## src/rtl/pb_debounce_pulser.sv

```systemverilog
// Push-button conditioner: two-flop synchronizer, debounce FSM and Moore-decoded
// single/multi/continuous enables derived from the FSM state and its counter.
module pb_debounce_pulser #(
  parameter int N_dc = 25
) (
  input  logic CLK,
  input  logic RESET,
  input  logic PB,
  output logic DPB,
  output logic SCEN,
  output logic MCEN,
  output logic CCEN
);

  typedef enum logic [2:0] {
    INI     = 3'd0,
    WQ      = 3'd1,
    SCEN_ST = 3'd2,
    WS      = 3'd3,
    MCEN_ST = 3'd4,
    CCR     = 3'd5,
    WFCR    = 3'd6
  } state_t;

  localparam logic [N_dc-1:0] C_ONE   = {{(N_dc-1){1'b0}}, 1'b1};
  localparam logic [N_dc-1:0] C_Q_END = {2'b00, {(N_dc-2){1'b1}}};
  localparam logic [N_dc-1:0] C_S_END = {1'b0, {(N_dc-1){1'b1}}};

  logic            r_s1;
  logic            r_pb_s;
  state_t          r_state;
  logic [N_dc-1:0] r_count;

  state_t          w_nxt_state;
  logic [N_dc-1:0] w_nxt_count;
  logic [N_dc-1:0] w_inc;
  logic [3:0]      w_nxt_out;

  // Output bits are {DPB, SCEN, MCEN, CCEN}, a pure function of state and count.
  function automatic logic [3:0] decode(input state_t st, input logic [N_dc-1:0] cnt);
    logic [3:0] o;
    o = 4'b0000;
    case (st)
      SCEN_ST: o = 4'b1111;
      WS:      o = 4'b1000;
      MCEN_ST: o = 4'b1011;
      CCR:     o = {1'b1, 1'b0, &cnt[N_dc-2:0], &cnt[N_dc-5:0]};
      WFCR:    o = 4'b1000;
      default: o = 4'b0000;
    endcase
    return o;
  endfunction

  assign w_inc = r_count + C_ONE;

  always_comb begin
    w_nxt_state = r_state;
    w_nxt_count = '0;
    case (r_state)
      INI: begin
        if (r_pb_s) w_nxt_state = WQ;
      end
      WQ: begin
        if (!r_pb_s)                  w_nxt_state = INI;
        else if (r_count == C_Q_END)  w_nxt_state = SCEN_ST;
        else                          w_nxt_count = w_inc;
      end
      SCEN_ST: w_nxt_state = WS;
      WS: begin
        if (!r_pb_s)                  w_nxt_state = WFCR;
        else if (r_count == C_S_END)  w_nxt_state = MCEN_ST;
        else                          w_nxt_count = w_inc;
      end
      MCEN_ST: w_nxt_state = CCR;
      CCR: begin
        // Free-running wrap here only sets the repeat cadence.
        if (!r_pb_s) w_nxt_state = WFCR;
        else         w_nxt_count = w_inc;
      end
      WFCR: begin
        if (r_pb_s)                   w_nxt_count = '0;
        else if (r_count == C_Q_END)  w_nxt_state = INI;
        else                          w_nxt_count = w_inc;
      end
      default: w_nxt_state = INI;
    endcase
  end

  assign w_nxt_out = decode(w_nxt_state, w_nxt_count);

  // Outputs are registered from the next state so they line up with the state register.
  always_ff @(posedge CLK or negedge RESET) begin
    if (!RESET) begin
      r_s1    <= 1'b0;
      r_pb_s  <= 1'b0;
      r_state <= INI;
      r_count <= '0;
      DPB     <= 1'b0;
      SCEN    <= 1'b0;
      MCEN    <= 1'b0;
      CCEN    <= 1'b0;
    end else begin
      r_s1    <= PB;
      r_pb_s  <= r_s1;
      r_state <= w_nxt_state;
      r_count <= w_nxt_count;
      {DPB, SCEN, MCEN, CCEN} <= w_nxt_out;
    end
  end

endmodule

```

## config.mk

```make
export PLATFORM = sky130hd
export DESIGN_NAME = pb_debounce_pulser
export DESIGN_NICKNAME = d
export VERILOG_FILES = /design/src/rtl/pb_debounce_pulser.sv
export SDC_FILE = /design/constraint.sdc
export NUM_CORES = 1
export LEC_CHECK = 0
export ABC_AREA = 1
export CORE_MARGIN = 1
export CORE_UTILIZATION = 55
export CTS_CLUSTER_DIAMETER = 60
export DETAILED_ROUTE_END_ITERATION = 12
export PLACE_DENSITY_LB_ADDON = 0.3
export SETUP_SLACK_MARGIN = 0.02
export SLEW_MARGIN = 25
export SYNTH_ARGS = -nofsm -noshare
export SYNTH_HDL_FRONTEND = slang
export SYNTH_SLANG_ARGS = --single-unit
```

## constraint.sdc

```tcl
create_clock -name CLK -period 2.6 [get_ports CLK]
set_input_delay 0.26 -clock CLK [delete_from_list [all_inputs] [get_ports CLK]]
set_output_delay 0.26 -clock CLK [all_outputs]
set_load 0.02 [all_outputs]
```

==> results of run 1 <==
-- where the power goes --
group | internal [W] | switching (W)
combinational | 0.0000163 | 0.0000440
clock | 0.000213 | 0.000196
sequential | 0.000534 | 0.00000413
-- worst max-delay path, delay by kind of cell (launching register included) --
kind	cells	cell delay [ps]
AND/OR/NAND/NOR	11	1300
flip-flops	1	420
adder cells (fa/ha/maj)	1	250
AO/OA/AOI/OAI	1	120
buffers and inverters	1	70
-- sequential cells by signal, summed over array words and instances (netlist names) --
name,cells
r_count,25
r_state,3
CCEN,1
DPB,1
MCEN,1
SCEN,1
r_pb_s,1
r_s1,1
-- cell usage in the layout, fill, tap and decap left out, types with 2 or more instances in the layout --
master | synthesis | routed
nor2_2 | 4 | 4
nand2_1 | 78 | 78
nand4_1 | 10 | 10
nand3_2 | 5 | 5
clkdlybuf4s50_1 | 0 | 5
nand3_1 | 22 | 22
buf_4 | 2 | 2
xor2_1 | 7 | 7
a21oi_1 | 5 | 5
dfrtp_1 | 34 | 34
o21bai_1 | 2 | 2
clkbuf_8 | 0 | 6
inv_2 | 2 | 2
nor2_4 | 4 | 4
nor2_1 | 60 | 60
nor3_1 | 3 | 3
inv_1 | 44 | 44
nand2_2 | 6 | 6
xnor2_1 | 4 | 4
-- synth_stat cells, drive strengths merged --
master   n
o211ai   1
xnor2    4
nor4     1
nand2b   1
nor2    69
xor2     7
ha       1
o21bai   3
nand4   10
dfrtp   34
nand3b   1
nor3     4
a21oi    5
nand2   85
inv     46
o21ai    2
nand3   28
buf      2
or2      2
-- stage by stage --
step	hold WS (ps)	power, W	cells	utilization (%)
2_1_floorplan	-35.6	0.000585	306	-
3_3_place_gp	335	0.000607	360	61.5
3_5_place_dp	340	0.000608	360	61.5
4_1_cts	68.4	0.00102	368	64.1
5_1_grt	110	0.00104	368	64.1
6_report	42.6	0.00101	368	64.1
-- worst max-delay path by stage --
stage                           from  endpoint  slack, ps  depth (start not counted)
after floorplan           r_count[0]      MCEN        730                         14
final                     r_count[0]      MCEN        370                         14
after global placement    r_count[0]      MCEN        430                         14
after global routing      r_count[0]      MCEN        140                         14
after detailed placement  r_count[0]      MCEN        390                         14
after CTS                 r_count[0]      MCEN        350                         14
-- final cells by class --
cell class                 count  area (sq um)  area share, %
inverter                      46           173           7.25
multi-input combinational    224          1130           47.6
tap                           48          60.1           2.52
timing repair buffer           8          70.1           2.94
sequential                    34           851           35.7
clock inverter                 2          12.5          0.525
clock buffer                   6          82.6           3.47
-- cells by family after synthesis --
family                   after synthesis  synth area share (%)
flip-flops                            34                  39.2
AND/OR/NAND/NOR                      201                  44.0
AO/OA/AOI/OAI                         11                  3.17
adder cells (fa/ha/maj)                1                 0.576
buffers and inverters                 48                  8.65
XOR/XNOR                              11                  4.44
-- routing by layer --
metal | share of wire (%) | routed length, um | GRT usage [%]
met1 | 49 | 2270 | 35.4
met2 | 45 | 2070 | 39.1
met3 | 4.8 | 222 | 4.23
met4 | 1.4 | 63 | 9.17
met5 | 0 | 0 | 0
==> results.sh, run 1 <==
export IMPL_ys_types=31
export IMPL_path_cells="ha_1 -> nand2_1 -> nor2_4 -> nand2_4 -> nor2_8 -> nand3_2 -> nand2_1 -> nor2_1 -> inv_1 -> nor2_1 -> nand2_1 -> nor2_1 -> nand2_1 -> o21bai_2"
export IMPL_path_clk_slew_ps=70
export IMPL_post_cts_buffers=0
export IMPL_firstDrtPassIters=4
export IMPL_drc=0
export IMPL_rows=22
export IMPL_synthCells=306
export IMPL_cts_hold_buf=0
export IMPL_timing_final_crit_share_pct=85.6
export IMPL_via_count=1855
export IMPL_die_h_um=64.8
export IMPL_gp_congestion=0.954
export IMPL_endpoint_kind="flop"
export IMPL_wirelength_um=4630
export IMPL_area_delta_synth_final_pct=9.68
export IMPL_startpoint_type="flop"
export IMPL_hpwlAfterDp_um=3620
export IMPL_drive_gt1_share_pct=11.9
export IMPL_grt_max_degree=35
export IMPL_worstHoldPathType="in2async"
export IMPL_netlist_area_sq_um=2170
export IMPL_cts_htree_levels=2
export IMPL_nets=323
export IMPL_reg2regPathDepth=14
export IMPL_grt_use_total_pct=25.2
export IMPL_worst_ep_arrival_time_ps=2450
export IMPL_synth_avg_cell_area_sq_um=7.09
export IMPL_critPathMaxStageDelay_ps=420
export IMPL_slowest_stage="dfrtp_1"
export IMPL_p_per_area_nw_per_um2=423
export IMPL_drtAntennaViolNets=0
export IMPL_slew_violations=0
export IMPL_synth_largest_area_cell="dfrtp_1"
export IMPL_status="finished clean"
export IMPL_diodes=0
export IMPL_n_fill_cell=352
export IMPL_post_drt_wl_per_cell_um=12.6
export IMPL_grt_pass1_wl_um=7960
export IMPL_yosysSeqAreaShare_pct=39.2
export IMPL_r2r_start="r_count[0]"
export IMPL_synthTopCellsByArea="dfrtp_1 39%, nand2_1 13%, nor2_1 10%"
export IMPL_avgViaCountPerCell=5.04
export IMPL_portBuffers=6
export IMPL_cts_buffers=5
export IMPL_drt_iter0_drc=95
export IMPL_cts_resized=0
export IMPL_antenna_found_initial=0
export IMPL_maxCapViolations=0
export IMPL_synth_seq_cells=34
export IMPL_grt_ovfl_total=0
export IMPL_cts_root_buf="clkbuf_8"
export IMPL_dp_slack_ps=392
export IMPL_cts_max_path_buffers=2
export IMPL_hold_viol=0
export IMPL_cts_tree="built"
export IMPL_final_min_clock_period_ps=2230
export IMPL_design_core_area_sq_um=3720
export IMPL_postLayoutCellArea_sq_um=2380
export IMPL_clk_latency_ps=290
export IMPL_setup_slack_ps=374
export IMPL_clock_skew_ps=4.10
export IMPL_cpMostUsedCell="nand2_1"
export IMPL_crit_fanout=6
export IMPL_r2r_slack_ps=370
export IMPL_regToRegEndpoint="MCEN"
export IMPL_setup_viol=0
export IMPL_vdd_drop_max_v=0.000304
export IMPL_synth_top_cell_area_share_pct=39.2
export IMPL_design_die_area_sq_um=4200
export IMPL_clock_sinks=34
export IMPL_crit_type="reg2reg"
export IMPL_io_pins=7
export IMPL_critical_path_required_ps=2820
export IMPL_start_util_pct=58.4
export IMPL_leakagePower_nw=1.13
export IMPL_syn_nets=310
export IMPL_rsz0062_at_grt="false"
export IMPL_tightest_slew_ps=766
export IMPL_grt_pass1_vias=1712
export IMPL_fmax_ghz=0.449
export IMPL_yosys_warnings=0
export IMPL_timing_setup_tns_ps=0
export IMPL_fp_dieW_um=64.8
export IMPL_slew_headroom_pct=48.9
export IMPL_placed_area_sq_um=2290
(Power assumes the default switching activity.)
==> run 2, diff against run 1 <==
--- a/config.mk
+++ b/config.mk
@@ -10,6 +10,7 @@
 export CORE_UTILIZATION = 55
 export CTS_CLUSTER_DIAMETER = 60
 export DETAILED_ROUTE_END_ITERATION = 12
+export HOLD_SLACK_MARGIN = 0.05
 export PLACE_DENSITY_LB_ADDON = 0.3
 export SETUP_SLACK_MARGIN = 0.02
 export SLEW_MARGIN = 25
==> results of run 2 <==
Final layout, timing and power as in run 1 (identical DEF).
